File: config.mk
export PLATFORM = sky130hd
export DESIGN_NAME = seg_display_ctrl
export DESIGN_NICKNAME = d
export VERILOG_FILES = /design/src/rtl/seg_display_pkg.sv /design/src/rtl/btn_debounce.sv /design/src/rtl/seg_display_ctrl.sv
export SDC_FILE = /design/constraint.sdc
export NUM_CORES = 1
export LEC_CHECK = 0
export CORE_ASPECT_RATIO = 1.4
export CORE_MARGIN = 5
export CORE_UTILIZATION = 40
export DETAILED_ROUTE_END_ITERATION = 10
export PLACE_DENSITY = 0.73
export SLEW_MARGIN = 15
export SYNTH_ARGS = -nofsm -noshare
export SYNTH_HDL_FRONTEND = slang
export SYNTH_SLANG_ARGS = --single-unit
File: constraint.sdc
create_clock -name I_clk -period 3.1 [get_ports I_clk]
set_input_delay 0.62 -clock I_clk [delete_from_list [all_inputs] [get_ports I_clk]]
set_output_delay 0.62 -clock I_clk [all_outputs]
set_load 0.05 [all_outputs]
File: src/rtl/seg_display_pkg.sv
// seg_display_pkg: shared debounce state encoding and default display register address.
package seg_display_pkg;
  typedef enum logic [1:0] {
    LOW       = 2'd0,
    WAIT_HIGH = 2'd1,
    HIGH      = 2'd2,
    WAIT_LOW  = 2'd3
  } deb_state_e;
  localparam logic [31:0] C_MMIO_ADDR_DEFAULT = 32'hFFFF_FC60;
endpackage

File: src/rtl/btn_debounce.sv
// btn_debounce: synchronises a raw push button and emits a one-cycle press on an accepted rising level.
module btn_debounce
  import seg_display_pkg::*;
#(
  parameter int C_DEBOUNCE_CYCLES = 10000
) (
  input  logic I_clk,
  input  logic I_rst_n,
  input  logic I_btn,
  output logic O_press
);
  localparam int W = $clog2(C_DEBOUNCE_CYCLES + 1);
  localparam logic [W-1:0] CNT_MAX = W'(C_DEBOUNCE_CYCLES - 1);
  logic [1:0]   sync_q;
  deb_state_e   state_q;
  logic [W-1:0] cnt_q;
  logic         btn_s;
  logic         done;
  assign btn_s = sync_q[1];
  assign done  = cnt_q == CNT_MAX;
  // Mealy press lets the page advance on the same edge the FSM enters HIGH.
  assign O_press = state_q == WAIT_HIGH && btn_s && done;
  always_ff @(posedge I_clk or negedge I_rst_n) begin
    if (!I_rst_n) begin
      sync_q  <= '0;
      state_q <= LOW;
      cnt_q   <= '0;
    end else begin
      sync_q <= {sync_q[0], I_btn};
      case (state_q)
        LOW: if (btn_s) begin
          state_q <= WAIT_HIGH;
          cnt_q   <= '0;
        end
        WAIT_HIGH: begin
          if (!btn_s) state_q <= LOW;
          else if (done) state_q <= HIGH;
          else cnt_q <= cnt_q + 1'b1;
        end
        HIGH: if (!btn_s) begin
          state_q <= WAIT_LOW;
          cnt_q   <= '0;
        end
        WAIT_LOW: begin
          if (btn_s) state_q <= HIGH;
          else if (done) state_q <= LOW;
          else cnt_q <= cnt_q + 1'b1;
        end
      endcase
    end
  end
endmodule

File: src/rtl/seg_display_ctrl.sv
// seg_display_ctrl: MMIO display register with byte paging driven by a debounced button or auto-scroll.
module seg_display_ctrl
  import seg_display_pkg::*;
#(
  parameter logic [31:0] C_MMIO_ADDR       = C_MMIO_ADDR_DEFAULT,
  parameter int          C_DEBOUNCE_CYCLES = 10000,
  parameter int          C_SCROLL_CYCLES   = 50_000_000
) (
  input  logic        I_clk,
  input  logic        I_rst_n,
  input  logic        I_we,
  input  logic [31:0] I_addr,
  input  logic [31:0] I_wdata,
  input  logic [3:0]  I_be,
  input  logic        I_btn_next,
  input  logic        I_sw_auto,
  output logic [7:0]  O_show_num,
  output logic [1:0]  O_page,
  output logic [31:0] O_rdata,
  output logic        O_hit
);
  localparam int SW = $clog2(C_SCROLL_CYCLES);
  localparam logic [SW-1:0] SCROLL_MAX = SW'(C_SCROLL_CYCLES - 1);
  logic [31:0]   value_q, value_d;
  logic [1:0]    page_q;
  logic [1:0]    auto_q;
  logic [SW-1:0] scroll_q;
  logic          press, tick, auto_s;
  logic          unused_addr;
  assign unused_addr = ^I_addr[1:0];
  assign O_hit  = I_addr[31:2] == C_MMIO_ADDR[31:2];
  assign auto_s = auto_q[1];
  assign tick   = auto_s && scroll_q == SCROLL_MAX;
  btn_debounce #(.C_DEBOUNCE_CYCLES(C_DEBOUNCE_CYCLES)) u_deb (
    .I_clk   (I_clk),
    .I_rst_n (I_rst_n),
    .I_btn   (I_btn_next),
    .O_press (press)
  );
  always_comb begin
    value_d = value_q;
    for (int i = 0; i < 4; i++)
      value_d[8*i +: 8] = (I_we && O_hit && I_be[i]) ? I_wdata[8*i +: 8] : value_q[8*i +: 8];
  end
  always_ff @(posedge I_clk or negedge I_rst_n) begin
    if (!I_rst_n) begin
      value_q  <= '0;
      page_q   <= '0;
      auto_q   <= '0;
      scroll_q <= '0;
    end else begin
      value_q  <= value_d;
      page_q   <= page_q + {1'b0, press | tick};
      auto_q   <= {auto_q[0], I_sw_auto};
      // A press restarts the scroll period so the next tick is a full period away.
      scroll_q <= (!auto_s || press || tick) ? '0 : scroll_q + 1'b1;
    end
  end
  assign O_show_num = value_q[8*page_q +: 8];
  assign O_rdata    = value_q;
  assign O_page     = page_q;
endmodule

==> qor.yml <==
detailed_routing:
  routed_wirelength_um: 10600
  first_pass_iters: 4
  vias: 3312
  post_drt_wl_per_cell_um: 17.9
  vias_per_cell: 5.60
  ant_nets: 0
  drc: 0
  drt_iter0_drc: 149
cts:
  ctsLongestPathBuffers: 2
  ctsResizeCount: 0
  cts_hold_buf: 0
  clock_latency_ns: 0.33
  cts_root_buffer: "clkbuf_16"
  numCtsBuffers: 9
  cts.sinks: 80
  h-tree-depth: 3
  cts_tree: "yes"
  path_clk_slew_ns: 0.06
  cts_setup_buffers: 0
setup_path:
  cpMaxStageDelayCell: "or4b_1"
  crit_type: "input port to output port"
  crit_end: "O_hit"
  rr_startpoint: "u_deb.cnt_q[0]"
  r2r_slack_ns: 1.02
  critPathLaunch: "I_addr[2]"
  path_cells: "clkdlybuf4s50_1 > or4b_1 > nor4_4 > and2_1 > buf_12"
  path_max_fanout: 2
  cp.arrival_ns: 2.24
  endpoint_kind: "output port"
  r2r_cells: 6
  worstPathRequired_ns: 2.48
  r2r_end: "scroll_q[12]"
  start_kind: "input port"
  cp_slowest_stage_delay_ns: 0.59
power:
  ir_drop_mv: 0.260
  power_density_mw_per_mm2: 413
  p_leak_nw: 2.35
  total_power_w: 0.00227
final_layout:
  regArea_mm2: 0.00200
  num-fill-cells: 807
  nets: 530
  multi_input_area_mm2: 0.00183
  area_delta_synth_final_pct: 40.4
  drive_gt1_frac: 0.148
  n_antenna_cell: 0
timing:
  rsz0062_at_grt: "false"
  fin_crit_sh: 0.923
  fmax_mhz: 349
  hold_viol_final: 0
  setup_viol: 0
  fin_crit_ns: 2.86
  relSlewSlack: 0.334
  drv_slew: 0
  tns_ns: 0
  worst_pin_slew_ns: 0.999
  skew_ns: 0.00539
logic_synthesis:
  netlist_area_mm2: 0.00391
  async_reset_ff_frac: 1.00
  synth-compound-area-share: 0.0969
  synth_flop_cell: "dfrtp_1"
  syn_avg_cell_area_um2: 11.5
  synthXorXnorAreaFrac: 0.0336
  synth_edf_count: 0
  synthDistinctLibCells: 44
  syn_inst: 340
  muxShareOfSynthArea: 0.138
  synth_simple_gate_area_share: 0.190
  yosys-top-cells-area: "dfrtp_1, mux2_2, mux4_2"
  synth-seq-cells: 80
  yosysTopAreaCellShare: 0.512
  synth.most_common_cell: "dfrtp_1"
  syn_nets: 416
  synth_commonest_cells: "dfrtp_1, mux2_2, o31ai_1"
  ys.warnings.count: 0
  yosysSeqAreaShare: 0.512
  synth_top_family_by_area: "simple AND/OR/NAND/NOR gates"
  synthAdderAreaFrac: 0.00959
  synth_area_leader_cell: "dfrtp_1"
placement:
  hpwlAfterDp_um: 7920
  gp_congestion: 0.834
  port_buffers: 113
grt:
  grtUsageMet3: 0.0518
  grt_max_degree: 81
  grt_busiest_layer: "met2"
  antenna_found_initial: 0
  grt_pass1_vias: 3335
  grt_util_met1: 0.210
  use_met2: 0.323
  grt_pass1_wl_um: 17100
  grt_overflow: 0
  grt_usage: 0.182
die:
  io_pins: 116
  die_x_um: 93.6
  rows: 42
  die-area_mm2: 0.0119
  dieHeight_um: 127
  start_util: 0.411
  core_mm2: 0.00951
worst_hold_path:
  holdCritPathClass: "flop to flop"
job:
  drv_cap: 0
outcome:
  status: "complete, no violations"
## metal layers
metal / up-vias / share of wire
li1: 1532 / -
met1: 1637 / 0.39
met2: 133 / 0.51
met3: 10 / 0.083
met4: 0 / 0.015
met5: - / 0
## worst min path at each step
stage | endpoint | start | depth (start not counted)
2_1_floorplan | O_page[0] | I_rst_n | 0
3_3_place_gp | u_deb.sync_q[1] | u_deb.sync_q[0] | 0
3_5_place_dp | auto_q[1] | auto_q[0] | 0
4_1_cts | auto_q[1] | auto_q[0] | 0
5_1_grt | auto_q[1] | auto_q[0] | 0
6_report | auto_q[1] | auto_q[0] | 0
## power breakdown
group	switching (W)	internal, W
clock network	0.000408	0.000644
registers	0.0000110	0.00106
logic	0.0000594	0.0000912
total	0.000479	0.00179
## per-stage QoR
step	area (um^2)	hold slack (ns)	cells	utilization	worst slack, ns
2_1_floorplan	3910	0.324	340	-	0.397
3_3_place_gp	5200	0.333	575	0.546	0.170
3_5_place_dp	5200	0.336	575	0.546	0.161
4_1_cts	5500	0.349	591	0.578	0.212
5_1_grt	5500	0.352	591	0.578	0.184
6_report	5500	0.350	591	0.578	0.239
## cells by family after synthesis
group | count (synthesis)
buffers and inverters | 21
AND/OR/NAND/NOR | 122
XOR/XNOR | 15
adder cells (fa/ha/maj) | 3
AO/OA/AOI/OAI | 59
multiplexers | 40
flip-flops | 80
## state kept, by name, summed over array words and instances, names as in the netlist, named ones only
register and count:
u_deb.state_q 1, u_deb.sync_q 2, scroll_q 26, O_page 2, O_rdata 32, u_deb.cnt_q 14, auto_q 2
## layout by cell type, fill, tap and decap left out, types with 5 or more instances in the layout
| cell type | n |
|---|---|
| a21oi_1 | 13 |
| and4_1 | 8 |
| buf_4 | 6 |
| clkbuf_16 | 9 |
| clkdlybuf4s50_1 | 111 |
| dfrtp_1 | 80 |
| inv_1 | 5 |
| mux2_2 | 32 |
| mux4_2 | 8 |
| nand2_1 | 18 |
| nand3_1 | 15 |
| nand4_1 | 18 |
| nor2_1 | 18 |
| nor4_1 | 5 |
| o21ai_0 | 14 |
| o31ai_1 | 19 |
| or3_1 | 8 |
| or4_1 | 6 |
| xnor2_1 | 6 |
| xor2_1 | 9 |
## area by class of cell
class,count,area share
clock buffer,11,0.0442
clock inverter,5,0.0102
inverter,6,0.00410
multi-input combinational,239,0.333
sequential,80,0.364
tap,132,0.0301
timing repair buffer,118,0.214
## critical path, delay by kind of cell
family	cells	cell delay [ns]
simple gates	3	1.09
buf+inv	2	0.54
No activity file was read; power rests on OpenSTA's default activity.
